===== src/rtl/voq_req_gen.sv =====
// VOQ bookkeeping in front of the iSLIP arbiter.
// Keeps per-(input, output) packet counts, issues request matrices and retires grants.
module voq_req_gen #(
  parameter int PORT_NUM  = 4,
  parameter int PORT_L2   = $clog2(PORT_NUM),
  parameter int CNT_WIDTH = 6
) (
  input  logic                           clk,
  input  logic                           rst,
  input  logic [PORT_NUM-1:0]            enq_valid,
  input  logic [PORT_NUM*PORT_L2-1:0]    enq_dest,
  output logic [PORT_NUM-1:0]            enq_ready,
  input  logic [PORT_NUM-1:0]            out_rdy,
  output logic                           req_valid,
  input  logic                           req_ready,
  output logic [PORT_NUM*PORT_NUM-1:0]   req_vect,
  input  logic                           gnt_valid,
  output logic                           gnt_ready,
  input  logic [PORT_NUM*PORT_NUM-1:0]   gnt_vect,
  output logic                           gnt_err
);

  localparam int NN = PORT_NUM * PORT_NUM;
  localparam logic [CNT_WIDTH-1:0] CNT_MAX = '1;

  typedef enum logic [3:0] {
    IDLE = 4'b0001,
    REQ  = 4'b0010,
    WAIT = 4'b0100,
    UPDT = 4'b1000
  } state_t;

  state_t state_reg, state_next;

  logic [CNT_WIDTH-1:0] cnt_reg [NN];
  logic [NN-1:0]        cnt_full;
  logic [NN-1:0]        lreq;
  logic [NN-1:0]        inc;
  logic [NN-1:0]        dec;
  logic [NN-1:0]        req_vect_reg, req_vect_next;
  logic [NN-1:0]        gnt_reg, gnt_next;
  logic [NN-1:0]        gnt_tr;
  logic [PORT_NUM-1:0]  row_multi;
  logic [PORT_NUM-1:0]  col_multi;
  logic                 gnt_bad;
  logic                 gnt_err_reg;

  genvar gi, gj;
  generate
    for (gi = 0; gi < PORT_NUM; gi++) begin : g_in
      logic [PORT_L2-1:0]  dest;
      logic [PORT_NUM-1:0] row_full;
      logic [PORT_NUM-1:0] row_gnt;
      logic [PORT_NUM-1:0] col_gnt;

      assign dest      = enq_dest[gi*PORT_L2 +: PORT_L2];
      assign row_full  = cnt_full[gi*PORT_NUM +: PORT_NUM];
      assign enq_ready[gi] = !rst && !row_full[dest];

      // x & (x-1) is nonzero exactly when x has two or more bits set
      assign row_gnt       = gnt_reg[gi*PORT_NUM +: PORT_NUM];
      assign row_multi[gi] = (row_gnt & (row_gnt - 1'b1)) != '0;
      assign col_gnt       = gnt_tr[gi*PORT_NUM +: PORT_NUM];
      assign col_multi[gi] = (col_gnt & (col_gnt - 1'b1)) != '0;

      for (gj = 0; gj < PORT_NUM; gj++) begin : g_out
        localparam int K = gi*PORT_NUM + gj;

        assign cnt_full[K]            = cnt_reg[K] == CNT_MAX;
        assign lreq[K]                = (cnt_reg[K] != '0) && out_rdy[gj];
        assign gnt_tr[gj*PORT_NUM+gi] = gnt_reg[K];
        assign inc[K] = enq_valid[gi] && enq_ready[gi] && (dest == PORT_L2'(gj));
        // only snapshot bits retire, so a decrement never sees a zero count
        assign dec[K] = (state_reg == UPDT) && gnt_reg[K] && req_vect_reg[K];

        always_ff @(posedge clk) begin
          if (rst) begin
            cnt_reg[K] <= '0;
          end else if (inc[K] && !dec[K]) begin
            cnt_reg[K] <= cnt_reg[K] + 1'b1;
          end else if (dec[K] && !inc[K]) begin
            cnt_reg[K] <= cnt_reg[K] - 1'b1;
          end
        end
      end
    end
  endgenerate

  assign gnt_bad = (|(gnt_reg & ~req_vect_reg)) || (|row_multi) || (|col_multi);

  always_ff @(posedge clk) begin
    if (rst) begin
      state_reg    <= IDLE;
      req_vect_reg <= '0;
      gnt_reg      <= '0;
      gnt_err_reg  <= 1'b0;
    end else begin
      state_reg    <= state_next;
      req_vect_reg <= req_vect_next;
      gnt_reg      <= gnt_next;
      if (state_reg == UPDT && gnt_bad) begin
        gnt_err_reg <= 1'b1;
      end
    end
  end

  always_comb begin
    state_next    = state_reg;
    req_vect_next = req_vect_reg;
    gnt_next      = gnt_reg;
    req_valid     = 1'b0;
    gnt_ready     = 1'b0;
    unique case (state_reg)
      IDLE: begin
        // out_rdy only matters here; the snapshot is frozen until UPDT ends
        if (|lreq) begin
          req_vect_next = lreq;
          state_next    = REQ;
        end
      end
      REQ: begin
        req_valid = 1'b1;
        if (req_ready) begin
          state_next = WAIT;
        end
      end
      WAIT: begin
        gnt_ready = 1'b1;
        if (gnt_valid) begin
          gnt_next   = gnt_vect;
          state_next = UPDT;
        end
      end
      UPDT: begin
        req_vect_next = '0;
        gnt_next      = '0;
        state_next    = IDLE;
      end
      default: begin
        req_vect_next = '0;
        gnt_next      = '0;
        state_next    = IDLE;
      end
    endcase
  end

  assign req_vect = req_vect_reg;
  assign gnt_err  = gnt_err_reg;

endmodule


===== config.mk =====
export PLATFORM = sky130hd
export DESIGN_NAME = voq_req_gen
export DESIGN_NICKNAME = d
export VERILOG_FILES = /design/src/rtl/voq_req_gen.sv
export SDC_FILE = /design/constraint.sdc
export NUM_CORES = 1
export LEC_CHECK = 0
export CORE_MARGIN = 2
export CORE_UTILIZATION = 50
export DETAILED_ROUTE_END_ITERATION = 8
export PLACE_DENSITY = 0.69
export SLEW_MARGIN = 10
export SYNTH_ARGS = -nofsm -noshare
export SYNTH_HDL_FRONTEND = slang
export SYNTH_SLANG_ARGS = --single-unit

===== constraint.sdc =====
create_clock -name clk -period 8.9 [get_ports clk]
set_input_delay 2.225 -clock clk [delete_from_list [all_inputs] [get_ports clk]]
set_output_delay 2.225 -clock clk [all_outputs]
set_load 0.02 [all_outputs]

Word level (Yosys, flattened, before mapping)
Memory sizes are Yosys's and may differ from the RTL's. Index checks and enable logic that the tools add are counted.

Register bits: 37. Latch bits: 0. RAM bits: 96. Bits in read-only memories: 0. Input port bits: 36. Output and inout port bits: 23. Word-level logic and storage cells: 473. Memories kept: 1.

Memory list: cnt_reg (words 16, bits a word 6, rd ports 16, clocked after memory_dff 0, wr ports 16, RTL line 35) `logic [CNT_WIDTH-1:0] cnt_reg [NN];`.

$add $sub $neg: 40. Multiply operators: 0. Div/mod/pow operators: 0. Magnitude comparators: 4. Equality and inequality tests: 35. Shift-type cells: 0. Mux-type cells: 164. Bitwise gates (word level): 44. Reduce and logical (&&, ||, !) cells: 181.

Operators by type and width (count): 2-to-1 mux 6 bit (32); 2-to-1 mux 1 bit (120); logical AND 1 bit (105); adder 6 x 1 -> 6 bit, second input constant (16); == test 6 bit, second input constant (16); nonzero test 6 bit (16); subtractor 6 x 1 -> 6 bit, second input constant (16); one-hot mux 16 bit (2 select lines) (2); logical NOT 1 bit (37); AND 4 bit (8); 2-to-1 mux 16 bit (2); OR 1 bit (32); nonzero test 4 bit (8); OR reduction 16 bit (2); subtractor 4 x 1 -> 4 bit, second input constant (8); AND 16 bit (1); == test 2 bit, second input constant (8); inverter 16 bit (1); < comparator 2 x 3 -> 1 bit, second input constant (4); 2-to-1 mux 4 bit (3); one-hot mux 4 bit (3 select lines) (1); binary-select mux 1 bit (select 2 bit) (4); == test 2 x 1 -> 1 bit, second input constant (4); logical NOT 2 bit (4); 11 further kinds (18).

Longest topological paths before layout
Gate-level depths: netlist (run 1).

Depth in word-level cells: 14. Mapped depth: 14. Mapped depth without buffers: 13.

Least setup slack after synthesis (run 1)
OpenSTA, ideal clock, no wires.

Kind: in2out. Start point: in rst. End point: out enq_ready[1]. Data arrival time: 3.462 ns. Data required time: 6.675 ns. Slack: 3.213 ns. Stages on the path: 6. Buffers on the path: 4. Cell sequence: clkbuf_1 -> buf_2 -> clkbuf_1 -> clkbuf_1 -> a21oi_1 -> and2_1.

Cells in the longest elaborated chain, start to end: 2.

RTL lines: from (decl) (RTL line 9) `input logic rst,`; logical NOT 1 bit (RTL line 58) `assign enq_ready[gi] = !rst && !row_full[dest];`; logical AND 1 bit (RTL line 58); to (decl) (RTL line 12) `output logic [PORT_NUM-1:0] enq_ready,`.

Every way passes these cells.

Final worst setup path (run 1)
Start point: in enq_dest[2]. End point: out enq_ready[1].

Cells in the longest elaborated chain, start to end: 4.

RTL lines: from (decl) (RTL line 11) `input logic [PORT_NUM*PORT_L2-1:0] enq_dest,`; binary-select mux 1 bit (select 2 bit) (RTL line 58); 2-to-1 mux 1 bit (implied by the code) (RTL line 58); logical NOT 1 bit (RTL line 58); logical AND 1 bit (RTL line 58).

Every way passes these cells. The select of a mux whose other input is x is not followed.

==> results of run 1 <==
-- Yosys cell counts (19+ instances only) --
| library cell | n |
|---|---|
| nand2_1 | 85 |
| nand3_1 | 70 |
| dfxtp_1 | 37 |
| edfxtp_1 | 96 |
| a21oi_1 | 70 |
| inv_1 | 68 |
| o2bb2ai_1 | 19 |
| o22a_1 | 19 |
| and3_1 | 21 |
| clkbuf_1 | 25 |
| o21ai_0 | 36 |
| nand2b_1 | 27 |
| nor3_1 | 43 |
| or3_1 | 30 |
| a221oi_1 | 36 |
| nor2_1 | 68 |
| ha_1 | 49 |
-- worst register-to-register path, delay by kind of cell (launching register included) --
| kind | cells | cell delay, ps |
|---|---|---|
| and+or+nand+nor | 5 | 2580 |
| DFF | 1 | 470 |
| AOI/OAI and AO/OA | 4 | 410 |
| adders and majority gates | 1 | 280 |
-- report_power, final --
| group | internal, mW | switching, mW |
|---|---|---|
| logic | 0.101 | 0.144 |
| clock network | 0.406 | 0.267 |
| registers | 0.714 | 0.0636 |
| total | 1.22 | 0.474 |
-- stage by stage --
step           worst slack, ps  power (mW)  hold slack (ps)
6_report                  2150        1.69              519
5_1_grt                   1960        1.76              532
4_1_cts                   2160        1.70              517
3_5_place_dp              2180        1.03              504
3_3_place_gp              2210        1.03              500
2_1_floorplan             3210       0.937              470
-- layout make-up --
class	count	share of cell area
flip-flops and latches	133	0.331
inverters	68	0.0233
multi-input cells	832	0.511
clock inverters	12	0.0103
clock buffers	20	0.0398
repair buffers	62	0.0552
well taps	260	0.0297
-- worst max-delay path by stage --
| stage | start | end | slack [ps] |
|---|---|---|---|
| after floorplan | rst | enq_ready[1] | 3210 |
| after global placement | enq_dest[2] | enq_ready[1] | 2210 |
| after detailed placement | enq_dest[2] | enq_ready[1] | 2180 |
| after CTS | enq_dest[2] | enq_ready[1] | 2160 |
| after global routing | enq_dest[2] | enq_ready[1] | 1960 |
| final | enq_dest[2] | enq_ready[1] | 2150 |
-- per-layer routing --
metal | vias to the layer above | wire [µm] | global-route usage
met5 | - | 0 | 0
met4 | 0 | 520 | 0.0769
met3 | 40 | 1690 | 0.0453
met2 | 339 | 11300 | 0.384
met1 | 4222 | 12100 | 0.364
li1 | 4257 | - | -
-- cells by family after synthesis --
kind of cell,after synthesis,share of synthesized area
multiplexers,7,0.00747
adder cells (fa/ha/maj),50,0.0652
AO/OA/AOI/OAI,308,0.235
buffers and inverters,115,0.0504
flip-flops,133,0.373
AND/OR/NAND/NOR,458,0.261
XOR/XNOR,9,0.00812
==> metrics.cfg, run 1 <==
[final_layout]
area_growth_pct=12.9
final_cell_mix=96 x edfxtp_1, 85 x nand2_1, 70 x nand3_1, 70 x a21oi_1
final_core_util=0.580
layout_commonest_cell=edfxtp_1
largest_register_ffs=96
final_area_mm2=0.0110
seq_area_mm2=0.00362
diodes=0
drive_above_1_share=0.0621
fillers=1702
finalNonFillerCells=1387
nets=1200
multi_input_area_mm2=0.00560

[critical_path]
crit_slowest_cell=clkdlybuf4s50_1
crit-reg2reg-capture=cnt_reg[1][5]
arrival_ps=4530
path_class=primary input to primary output
cp-end-kind=primary output
start_kind=primary input
critical_path.top_delay_family=simple AND/OR/NAND/NOR gates
reg2reg_from=state_reg[3]
critPathBufInv=2
critical_path.most_common_cell=clkdlybuf4s50_1
max_stage_delay_ps=600
critPathRequiredTime_ps=6680
cp.depth=6
reg2reg_depth=10
crit_fanout=8
crit_chain=clkdlybuf4s50_1 > nor2b_1 > and4_1 > nor3_1 > and2_1 > clkdlybuf4s50_1
rrSetupSlack_ps=4980

[floorplanning]
fp.dieH_um=143
start_util=0.514
die-area_mm2=0.0205
die_x_um=143
pin_count=59
fp.coreArea_mm2=0.0189
fp-row-count=50

[cts]
cts_setup_buffers=0
cts_buffer_depth=2
post_cts_resize_count=0
clk_latency_ps=430
numCtsBuffers=17
cts_hold_buf=0
clk_pin_slew_ps=60
h-tree-depth=4
cts_tree=yes
cts_sinks=133
cts-root-buf=clkbuf_16

[synthesis]
avgSynthCellArea_um2=8.99
yosysWarnings=0
syn_area_mm2=0.00971
synth_top_cell_area_share=0.297
ys_seq_area_frac=0.373
netlist_top_cells_area=edfxtp_1 30%, dfxtp_1 7.6%, ha_1 6.3%, a21oi_1 3.6%, nand3_1 3.6%
ys_types=95
syn-num-nets=1166
synthFlopType=edfxtp_1
synth_edf_count=96
synth_seq_cells=133
synthCells=1080
yosysTopAreaCell=edfxtp_1
synth-async-reset-ratio=0

[timing]
period_share=0.758
setup_viol=0
finalClockSkew_ps=9.05
final_hold_viol_count=0
fmax_mhz=148
slew_viol_final=0
setup_tns_ps=0
rsz0062_at_grt=false
worstMarginPinSlew_ps=1160
min_period_ps=6750
relSlewSlack=0.222

[drt]
drc=0
wire_per_inst_um=18.5
wirelength_um=25600
antenna_left=0
viasPerCell=6.39
vias=8858
first_iter_violations=938
first_pass_iters=6

[job]
max_cap_viol_count=0

[pwr]
p_per_area_mw_per_mm2=155
peakVddDrop_v=0.000138
p_leak_nw=3.78

[placement]
dp_cells=1355
routabilityCongestion=0.922
placed_cell_area_mm2=0.0104
port_buffers=58
hpwl_um=18600

[global_route]
grt_pass1_vias=7951
grt_overflow=0
grt_pass1_wl_um=41000
antenna_found_initial=0
grt_start_max_net_pins=39
grt_use_total=0.251

[hold_path]
hold_path_startpoint=gnt_err
whs_path_depth=1
min_to=gnt_err
hp-class=flop to flop

[run_status]
outcome=complete, no violations

Note: power is estimated with default switching activity, not from simulation.
==> run 2, diff against run 1 <==
clock period = 6.9 ns   (was 8.9 ns; I/O delays follow)
==> run 2 against run 1 <==
  * Combinational power up 29%
  * Non-clock buffer count unchanged
  * Setup slack lost 1000 ps
  * Die area did not move
  * Register-to-register slack got worse by 1900 ps
  * Worst hold slack worse by 13 ps
  * Final cell count unchanged
  * Critical path depth unchanged
==> metrics.cfg, run 2 (same netlist as run 1, synthesis figures left out) <==
[run_status]
outcome=complete, no violations

[timing]
relSlewSlack=0.177  ; -0.0444
fmax_mhz=174
slew_viol_final=0  ; unchanged
final_hold_viol_count=0  ; unchanged
setup_tns_ps=0  ; unchanged
period_share=0.835
min_period_ps=5760
finalClockSkew_ps=13.4  ; +4.38 ps
setup_viol=0  ; unchanged
rsz0062_at_grt=false
worstMarginPinSlew_ps=1230  ; +66.3 ps

[final_layout]
nets=1200  ; unchanged
finalNonFillerCells=1387  ; unchanged
final_cell_mix=96 x edfxtp_1, 85 x nand2_1, 70 x nand3_1, 70 x a21oi_1
largest_register_ffs=96  ; unchanged
layout_commonest_cell=edfxtp_1
diodes=0  ; unchanged
area_growth_pct=13.3
drive_above_1_share=0.0648  ; +0.00266

[drt]
wirelength_um=25600  ; -0.11%
first_iter_violations=947  ; +0.96%
first_pass_iters=5  ; -1
viasPerCell=6.37  ; -0.33%
drc=0  ; unchanged
wire_per_inst_um=18.5  ; -0.11%
vias=8829  ; -0.33%
antenna_left=0  ; unchanged

[floorplanning]
fp.coreArea_mm2=0.0189  ; unchanged
pin_count=59  ; unchanged
die_x_um=143  ; unchanged
fp-row-count=50  ; unchanged
die-area_mm2=0.0205  ; unchanged
fp.dieH_um=143  ; unchanged
start_util=0.514  ; unchanged

[pwr]
p_leak_nw=3.81  ; +0.92%
power_switching_mw=0.614  ; +30%
p_seq_frac=0.447  ; -0.012
p_sw_frac=0.275  ; -0.00495
p_int_mw=1.62  ; +33%
clkPwrFrac=0.411  ; +0.014
peakVddDrop_v=0.000177  ; +29%
pwr-share-comb=0.142  ; -0.003
power.total_mw=2.24  ; +32%
p_per_area_mw_per_mm2=203  ; +32%

[critical_path]
rrSetupSlack_ps=3100  ; -1880 ps
critPathRequiredTime_ps=5180  ; -1500 ps
start_kind=primary input
crit_chain=clkdlybuf4s50_1 > nor2b_1 > and4_1 > nor3_1 > and2_1 > clkdlybuf4s50_1
crit_slowest_cell=clkdlybuf4s50_1
path_class=primary input to primary output
crit_fanout=8  ; unchanged
arrival_ps=4040  ; -490 ps
critical_path.most_common_cell=clkdlybuf4s50_1
cp-end-kind=primary output
max_stage_delay_ps=620  ; +20 ps

[global_route]
grt_overflow=0  ; unchanged
antenna_found_initial=0  ; unchanged
grt_use_total=0.253  ; +0.00219
grt_start_max_net_pins=42  ; +7.7%
grt_pass1_wl_um=41300  ; +0.82%
grt_pass1_vias=8012  ; +0.77%

[cts]
cts_buffer_depth=2  ; unchanged
cts_sinks=133  ; unchanged
clk_pin_slew_ps=60  ; about the same
cts-root-buf=clkbuf_16
post_cts_resize_count=0  ; unchanged
h-tree-depth=4  ; unchanged
cts_hold_buf=0  ; unchanged
clk_latency_ps=430  ; about the same
cts_tree=yes
numCtsBuffers=17  ; unchanged
cts_setup_buffers=0  ; unchanged

[hold_path]
hp-class=flop to flop

[placement]
port_buffers=58  ; unchanged
dp_cells=1355  ; unchanged
hpwl_um=18700  ; +0.38%
routabilityCongestion=0.931  ; +0.93%

[job]
max_cap_viol_count=0  ; unchanged

[run 2: cell count changes in the layout (fill, tap and decap cells not counted)]
cell	before	now
clkinv_1	4	0
clkbuf_16	17	18
inv_4	0	3
clkbuf_8	0	2
clkinvlp_4	3	0
clkbuf_1	3	4
[run 2: layout make-up]
cell class | count | area [µm²]
Clock inverter | 8 | 93.8
Inverter | 68 | 255
Timing Repair Buffer | 62 | 606
Sequential cell | 133 | 3620
Multi-Input combinational cell | 832 | 5600
Fill cell | 1701 | 7890
Clock buffer | 24 | 493
Tap cell | 260 | 325
[run 2: routing by layer]
metal | routed length [µm] | up-vias | GRT usage
li1 | - | 4260 | -
met4 | 629 | 0 | 0.0820
met1 | 12100 | 4213 | 0.366
met5 | 0 | - | 0
met2 | 11100 | 313 | 0.381
met3 | 1740 | 43 | 0.0520
[run 2: path summary, 6_finish.rpt]
path                     start             to  depth (start not counted)
setup / recovery   enq_dest[2]   enq_ready[1]                          6
hold / removal    req_vect[13]   req_vect[13]                          1
setup reg to reg  state_reg[3]  cnt_reg[1][5]                         10
hold reg to reg   req_vect[13]   req_vect[13]                          1
[run 2: power by group through the flow]
stage	clock, mW	combinational [mW]	sequential (mW)
floorplan	0	0.219	0.990
global placement	0	0.309	1.01
detailed placement	0	0.312	1.02
CTS	0.923	0.314	0.999
global route	0.961	0.349	1.01
finish	0.920	0.317	1.00
[run 2: stage by stage]
stage	util	hold slack, ps	cell area, µm²	setup WS, ps
2_1_floorplan	-	470	9710	2200
3_3_place_gp	0.551	493	10400	1210
3_5_place_dp	0.551	498	10400	1180
4_1_cts	0.582	506	11000	1160
5_1_grt	0.582	545	11000	984
6_report	0.582	506	11000	1140
[run 2: worst max-delay path: cells and delay by family]
family,cells,cell delay [ps]
buf+inv,2,1160
simple gates,4,1160
